**config.mk**
```make
export PLATFORM = sky130hd
export DESIGN_NAME = fft16_twiddle_mult
export DESIGN_NICKNAME = d
export VERILOG_FILES = /design/src/rtl/fft16_twiddle_mult.sv
export SDC_FILE = /design/constraint.sdc
export NUM_CORES = 2
export LEC_CHECK = 0
export ABC_AREA = 1
export BUFFER_PORTS_ARGS = -buffer_cell sky130_fd_sc_hd__buf_2
export CAP_MARGIN = 10
export CELL_PAD_IN_SITES_DETAIL_PLACEMENT = 1
export CELL_PAD_IN_SITES_GLOBAL_PLACEMENT = 2
export CORE_MARGIN = 1
export CORE_UTILIZATION = 43
export DETAILED_ROUTE_END_ITERATION = 7
export HOLD_SLACK_MARGIN = 0.05
export PLACE_DENSITY = 0.85
export SLEW_MARGIN = 40
export SYNTH_ARGS = -nofsm -noshare
export SYNTH_HDL_FRONTEND = slang
export SYNTH_SLANG_ARGS = --single-unit
export TNS_END_PERCENT = 50
```
**constraint.sdc**
```tcl
create_clock -name clk -period 13.6 [get_ports clk]
set_input_delay 0 -clock clk [delete_from_list [all_inputs] [get_ports clk]]
set_output_delay 0 -clock clk [all_outputs]
set_load 0.1 [all_outputs]
```
**src/rtl/fft16_twiddle_mult.sv**
```systemverilog
// Twiddle multiplier between radix-4 FFT16 stages: drives the twiddle ROM address,
// multiplies each streamed sample by W16^k, then rounds, saturates and tags frame markers.
module fft16_twiddle_mult #(
  parameter int DW        = 16,
  parameter int TW        = 18,
  parameter int BYPASS_W0 = 1
) (
  input  logic                 clk,
  input  logic                 rst_n,
  input  logic                 in_valid,
  input  logic                 in_sop,
  input  logic signed [DW-1:0] in_re,
  input  logic signed [DW-1:0] in_im,
  output logic [3:0]           rom_addr,
  input  logic [TW-1:0]        rom_data,
  output logic                 out_valid,
  output logic                 out_sop,
  output logic                 out_eop,
  output logic signed [DW-1:0] out_re,
  output logic signed [DW-1:0] out_im,
  output logic                 sat_flag,
  output logic                 sop_err
);

  localparam int HW   = TW / 2;
  localparam int PW   = DW + HW;
  localparam int SW   = DW + HW + 1;
  localparam int FRAC = HW - 1;

  localparam logic signed [SW-1:0] RND_VAL = SW'(1 << (FRAC - 1));
  localparam logic signed [SW-1:0] MAX_VAL = SW'((1 << (DW - 1)) - 1);
  localparam logic signed [SW-1:0] MIN_VAL = -SW'(1 << (DW - 1));

  // Sample counter and ROM address
  logic [3:0] cnt_reg;
  logic       accept_sop;

  assign accept_sop = in_valid && in_sop;
  assign rom_addr   = accept_sop ? 4'd0 : cnt_reg;

  always_ff @(posedge clk or negedge rst_n) begin
    if (!rst_n) begin
      cnt_reg <= 4'd0;
      sop_err <= 1'b0;
    end else begin
      sop_err <= accept_sop && (cnt_reg != 4'd0);
      if (in_valid) begin
        cnt_reg <= rom_addr + 4'd1;
      end
    end
  end

  // Stage 1: input sample captured; ROM word for the same sample is available this stage
  logic                 s1_valid, s1_sop, s1_eop, s1_bypass;
  logic signed [DW-1:0] s1_re, s1_im;
  logic                 trivial_tw;

  assign trivial_tw = (BYPASS_W0 != 0) && ((rom_addr[3:2] == 2'd0) || (rom_addr[1:0] == 2'd0));

  always_ff @(posedge clk or negedge rst_n) begin
    if (!rst_n) begin
      s1_valid  <= 1'b0;
      s1_sop    <= 1'b0;
      s1_eop    <= 1'b0;
      s1_bypass <= 1'b0;
    end else begin
      s1_valid  <= in_valid;
      s1_sop    <= in_valid && (rom_addr == 4'd0);
      s1_eop    <= in_valid && (rom_addr == 4'd15);
      s1_bypass <= in_valid && trivial_tw;
    end
  end

  always_ff @(posedge clk) begin
    if (in_valid) begin
      s1_re <= in_re;
      s1_im <= in_im;
    end
  end

  // Stage 2: four partial products
  logic signed [HW-1:0] tw_re, tw_im;
  logic signed [PW-1:0] a_ext, b_ext, c_ext, d_ext;
  logic signed [PW-1:0] s2_ac, s2_bd, s2_ad, s2_bc;
  logic signed [DW-1:0] s2_re, s2_im;
  logic                 s2_valid, s2_sop, s2_eop, s2_bypass;

  assign tw_re = rom_data[TW-1:HW];
  assign tw_im = rom_data[HW-1:0];
  assign a_ext = PW'(s1_re);
  assign b_ext = PW'(s1_im);
  assign c_ext = PW'(tw_re);
  assign d_ext = PW'(tw_im);

  always_ff @(posedge clk or negedge rst_n) begin
    if (!rst_n) begin
      s2_valid  <= 1'b0;
      s2_sop    <= 1'b0;
      s2_eop    <= 1'b0;
      s2_bypass <= 1'b0;
    end else begin
      s2_valid  <= s1_valid;
      s2_sop    <= s1_sop;
      s2_eop    <= s1_eop;
      s2_bypass <= s1_bypass;
    end
  end

  always_ff @(posedge clk) begin
    if (s1_valid) begin
      s2_ac <= a_ext * c_ext;
      s2_bd <= b_ext * d_ext;
      s2_ad <= a_ext * d_ext;
      s2_bc <= b_ext * c_ext;
      s2_re <= s1_re;
      s2_im <= s1_im;
    end
  end

  // Stage 3: combine, round half up, clamp to the output range
  logic signed [SW-1:0] sum_val [2];
  logic signed [DW-1:0] res_val [2];
  logic                 clamp   [2];

  assign sum_val[0] = SW'(s2_ac) - SW'(s2_bd);
  assign sum_val[1] = SW'(s2_ad) + SW'(s2_bc);

  generate
    for (genvar gi = 0; gi < 2; gi++) begin : g_round_sat
      logic signed [SW-1:0] rounded;
      logic signed [SW-1:0] shifted;
      logic                 over_hi, over_lo;

      assign rounded = sum_val[gi] + RND_VAL;
      assign shifted = rounded >>> FRAC;
      assign over_hi = shifted > MAX_VAL;
      assign over_lo = shifted < MIN_VAL;
      assign clamp[gi]   = over_hi || over_lo;
      assign res_val[gi] = over_hi ? MAX_VAL[DW-1:0] :
                           over_lo ? MIN_VAL[DW-1:0] : shifted[DW-1:0];
    end
  endgenerate

  always_ff @(posedge clk or negedge rst_n) begin
    if (!rst_n) begin
      out_valid <= 1'b0;
      out_sop   <= 1'b0;
      out_eop   <= 1'b0;
      sat_flag  <= 1'b0;
      out_re    <= '0;
      out_im    <= '0;
    end else begin
      out_valid <= s2_valid;
      out_sop   <= s2_valid && s2_sop;
      out_eop   <= s2_valid && s2_eop;
      sat_flag  <= s2_valid && !s2_bypass && (clamp[0] || clamp[1]);
      if (s2_valid) begin
        out_re <= s2_bypass ? s2_re : res_val[0];
        out_im <= s2_bypass ? s2_im : res_val[1];
      end
    end
  end

endmodule

```
* Word-level counts from Yosys, hierarchy flattened
Index checks and enable logic that the tools add are counted.
Storage, ports and cells: register bits 213, logic and storage cells 63, output and inout bits 41, input bits 54
Operators by class: reduce and logical (&&, ||, !) cells 18, equal/unequal tests 1, add/subtract/negate cells 5, $lt $le $gt $ge 4, $mul 4, mux-type cells 7
Operator list (count):
- multiplier 16 x 9 -> 25 bit | 4
- 2-to-1 mux 16 bit | 6
- adder 26 x 9 -> 26 bit (second input constant) | 2
- greater-than comparator 18 x 16 -> 1 bit (second input constant) | 2
- less-than comparator 18 x 16 -> 1 bit (second input constant) | 2
- adder 25 x 25 -> 26 bit | 1
- subtractor 25 x 25 -> 26 bit | 1
- logical AND 1 bit | 9
- adder 4 x 1 -> 4 bit (second input constant) | 1
- equality test 4 bit (second input constant) | 1
- zero test 2 bit | 2
- zero test 4 bit | 1
- logical OR 1 bit | 4
- 2-to-1 mux 4 bit | 1
- nonzero test 4 bit | 1
- zero test 1 bit | 1

* Depth between registers and ports, before layout
depth in word-level cells 6, depth in mapped cells 22, gate-level depth less buffers 21

* Least setup slack after synthesis
Ideal clock, no wire load.
path type flip-flop to flip-flop, from register s1_re[7], to register s2_ad[17] (data pin), slack 8.460 ns, cell stages (with the launch flop) 21, data required time 13.341 ns, data arrival time 4.881 ns, clock period less this slack 5.140 ns, library setup time 0.259 ns, buffers on the path 2, cell sequence edfxtp_1 > clkbuf_1 > buf_1 > nand2_1 > fa_1 > inv_1 > fa_1 > inv_1 > fa_1 > inv_1 > fa_1 > fa_1 > ha_1 > a21oi_1 > nand2_1 > a21o_1 > a21oi_1 > o21ai_0 > nand3_1 > nand2_1 > xor2_1
Between the ends: cells in the longest elaborated chain, start to end 1
RTL lines:
- start: declaration | RTL line 55 | logic signed [DW-1:0] s1_re, s1_im;
- start signal: assignment | RTL line 76 | s1_re <= in_re;
- multiplier 16 x 9 -> 25 bit | RTL line 113 | s2_ad <= a_ext * d_ext;
- end signal: assignment | RTL line 113
- end: declaration | RTL line 84 | logic signed [PW-1:0] s2_ac, s2_bd, s2_ad, s2_bc;
No other way between the ends. A chain may end at the register's enable or synchronous reset.

* Worst setup path in the final report
from register s1_re[6], to register s2_ad[17] (data pin)
Same word-level chain as after synthesis.

==> results <==
- The run finished, with violations left.
- The checks that failed: DRC.
- The first routing iteration left approximately 1300 violations.
- CTS saw 213 sinks.
- The register-to-register setup slack is 7.94 ns.
- For this configuration, the core starts out at a cell density of 43.4%.
- The first global-routing pass estimated between 100 and 150 mm of wire.
- The arrival time at the worst endpoint is between 5 and 6 ns.
- The routed layout has roughly 24000 vias.
- After detailed placement, the design holds a cell count of around 4600.
- The pin count of the biggest net entering global routing is 67.
- After layout, the worst setup slack is 7.94 ns.
- The count of buffering cells on the critical path with inverters included is 4.
- The clock period minus worst slack is about 5.7 ns.
- The routability congestion estimate from global placement is roughly 0.84.
- The max-slew violation total from the final report was 0.
- The cell that appears most often on the critical path is fa_1.
- The library cells used most frequently in the layout, excluding fill and tap cells, are 1040 x nand2_1, 790 x inv_1, 476 x fa_1.
- The tool flagged a number of max-cap violations equal to 0.
- Setup repair after global routing left no endpoint under its margin.
- The count of endpoints failing setup in the final report is 0.
- The critical path goes through buf_6 > nand2_1 > fa_1 > inv_1 > fa_1 > inv_1 > fa_1 > inv_1 > fa_1 > fa_1 > ha_1 > a21oi_1 > nand2_1 > a21o_1 > a21oi_1 > o21ai_0 > nand3_1 > nand2_1 > xor2_1.
- Counting the buffers created by CTS gives 27.
- In this run the vertical extent of the chip is 270 µm.
- The via density per instance is a little over 5.
- The Yosys step of the flow raised 0 warnings.
- The number of global-route vias before repair is ~26000.
- The area of the multi-input gates is roughly 21000 µm².
- The residual antenna-violating net count after detailed routing is 0.
- The tree is rooted in a clkbuf_16.
- The layout overhead on the synthesized area is 9.04%.
- The mean cell area of the mapped netlist is 8.41 µm².
- The class of the most critical hold timing path is in -> async.
- The post-route clock skew is 0.0175 ns.
- Measured against its own limit, the worst slew margin works out to 42.1%.
- The placed standard-cell area is roughly 33000 µm².
- For this run, the slowest stage of the critical path takes just under 0.7 ns.
- Of all flip-flops after synthesis, the portion carrying an async set or reset was between 20% and 30%.
- The number of standard-cell rows in the floorplan is 98.
- The clock passes through at most 3 buffers.
- The highest clock frequency the design can meet is roughly 0.18 GHz.
- After detailed routing, the number of remaining DRC violations is 2.
- The number of different library cells in the post-synthesis netlist is between 40 and 50.
- The final hold violation count was 0.
- In the synthesized netlist, the number of instances is ~3700.
- The remaining global-route overflow is 0.
- The cell family contributing the most delay on the critical path is adder cells.
- The critical path is of the reg -> reg type.
- The synthesized netlist occupies a cell area of roughly 31000 µm².
- The post-layout instance area is 33800 µm².
- The die covers between 70000 and 80000 µm².
- The number of flops mapped to enable cells by yosys is about 160.
- In the final layout, flip-flops and latches occupy just over 6000 µm².
- The repair_antennas step left the layout with diodes totalling 0.
- In this run the number of H-tree levels came out at 1.
- STA classifies the critical path endpoint as a register.
- The TritonCTS clock tree is done.
- The type of element launching the critical path is a register.
- The synthesized design contains 213 register bits.
- The total routing resource utilization after global routing is approximately 26%.
- The most common cell after layout, fill and taps aside is nand2_1.
- After clock tree synthesis, the clock-pin slew on the worst setup and hold paths is ~0.06 ns.
- The first detailed-routing pass ran for 7 iterations.
- The width of the chip is roughly 270 µm.
- The count of port buffers added during placement is between 90 and 100.
- In the final timing run, aggregate negative setup slack is 0 ns.
- The post-placement worst setup slack is about 8.0 ns.
- The post-layout instance count excluding filler cells is 4728.
- The slew at the pin closest to its max-slew limit is between 0.8 and 0.9 ns.
- The clock reaches the later pin of the worst-skew pair after 0.57 ns.
- The floorplan step defined a core boundary enclosing 71400 µm².
- The final worst-path cycle share is a little over two fifths.
- Post-CTS repair changed the size of 0 cells.
- In this run the worst setup path begins at s1_re[6].
- The wire length per cell after detailed routing is 19.2 µm.
- For this block, the routed nets add up to 90.8 mm of wire.
- The endpoint identified for the worst register-to-register timing path is s2_ad[17].
- The total of fill cells in the finished design is roughly 8600.
- The critical path crosses 19 cells after its start point.
- The wire-length estimate of the detail-placed layout is 72.2 mm.
- The cell type of the slowest stage on the worst timing path is edfxtp_1.
- The number of nets in the synthesized netlist is roughly 4500.
- The start of the worst register-to-register path is s1_re[6].
- The number of antenna violations at the first check in global routing is 4.
- Of the cells placed in the final design, the portion with a size suffix greater than 1 is ~5.6%.
- Data on the critical path is required at its endpoint by roughly 14 ns.
- Pin placement for this block handled between 90 and 100 I/O pins.
- Measured in cells, the most critical reg-to-reg path has a length of 19.
- The maximum net fanout on the critical path is 11.
- The sequential share of the synthesized area is around a fifth.
- The net total in the final layout is 4591.
- The most common flop cell mapped by yosys is edfxtp_1.
-- final cells by class --
class                           count  share of cell area [%]
Multi-Input combinational cell   2546                    63.1
Sequential cell                   213                    18.2
Inverter                          793                    8.82
Timing Repair Buffer              176                    3.78
Tap cell                          950                    3.52
Clock buffer                       34                    2.17
Clock inverter                     16                   0.330
-- synthesized netlist by cell type (49+ instances only) --
cell type  number  share of area [%]
xnor2_1        53                1.5
edfxtp_1      164                 16
a21oi_1       131                2.1
nand3_1        67                1.1
dfrtp_1        49                4.0
nor2_1        221                2.7
nand2_1      1040                 13
xor2_1         78                2.2
o21ai_0        64                1.0
clkbuf_1      112                1.4
inv_1         790                9.6
fa_1          476                 31
ha_1          304                 12
-- logic make-up (layout without fill, tap and decap cells) --
family / count (synthesis) / after routing / synth area share (%)
AO/OA/AOI/OAI: 247 / 247 / 4.47
adder cells (fa/ha/maj): 780 / 780 / 43.1
AND/OR/NAND/NOR: 1388 / 1388 / 17.6
flip-flops: 213 / 213 / 19.9
XOR/XNOR: 131 / 131 / 3.71
buffers and inverters: 923 / 1019 / 11.3
-- metrics by stage --
step / hold slack [ns] / utilization, %
after global routing: 0.131 / 47.3
after floorplan: -0.296 / -
final: 0.0801 / 47.3
after CTS: 0.0847 / 47.2
after global placement: 0.146 / 45.3
after detailed placement: 0.155 / 45.6
-- worst register-to-register path, delay by kind of cell (launching register included) --
kind	cells	cell delay [ns]
flops	1	0.68
buf+inv	4	0.38
compound gates	4	0.94
simple gates	4	0.41
fa+ha+maj	6	2.82
xor+xnor	1	0.16
-- metal layers --
| layer | vias to the layer above | track usage [%] | routed length [µm] |
|---|---|---|---|
| met5 | - | 0 | 0 |
| met4 | 0 | 5.58 | 2030 |
| met3 | 79 | 2.25 | 3640 |
| met2 | 448 | 41.7 | 41500 |
| met1 | 12200 | 37.1 | 43600 |
| li1 | 11200 | - | - |
-- worst max-delay path by stage --
stage	slack (ns)	to
floorplan	8.46	s2_ad[17]
global placement	7.70	s2_ad[22]
detailed placement	7.99	s2_ad[17]
CTS	7.95	s2_ad[17]
global route	7.64	s2_ad[17]
finish	7.94	s2_ad[17]
-- repair_timing --
item	CTS	global route
buffers inserted	0	0
endpoints found under the hold margin	90	0
hold buffers	35	0
Power is left out: the tool's default activity adds up to more than one toggle a clock period on the data nets, which glitch-free logic cannot reach.
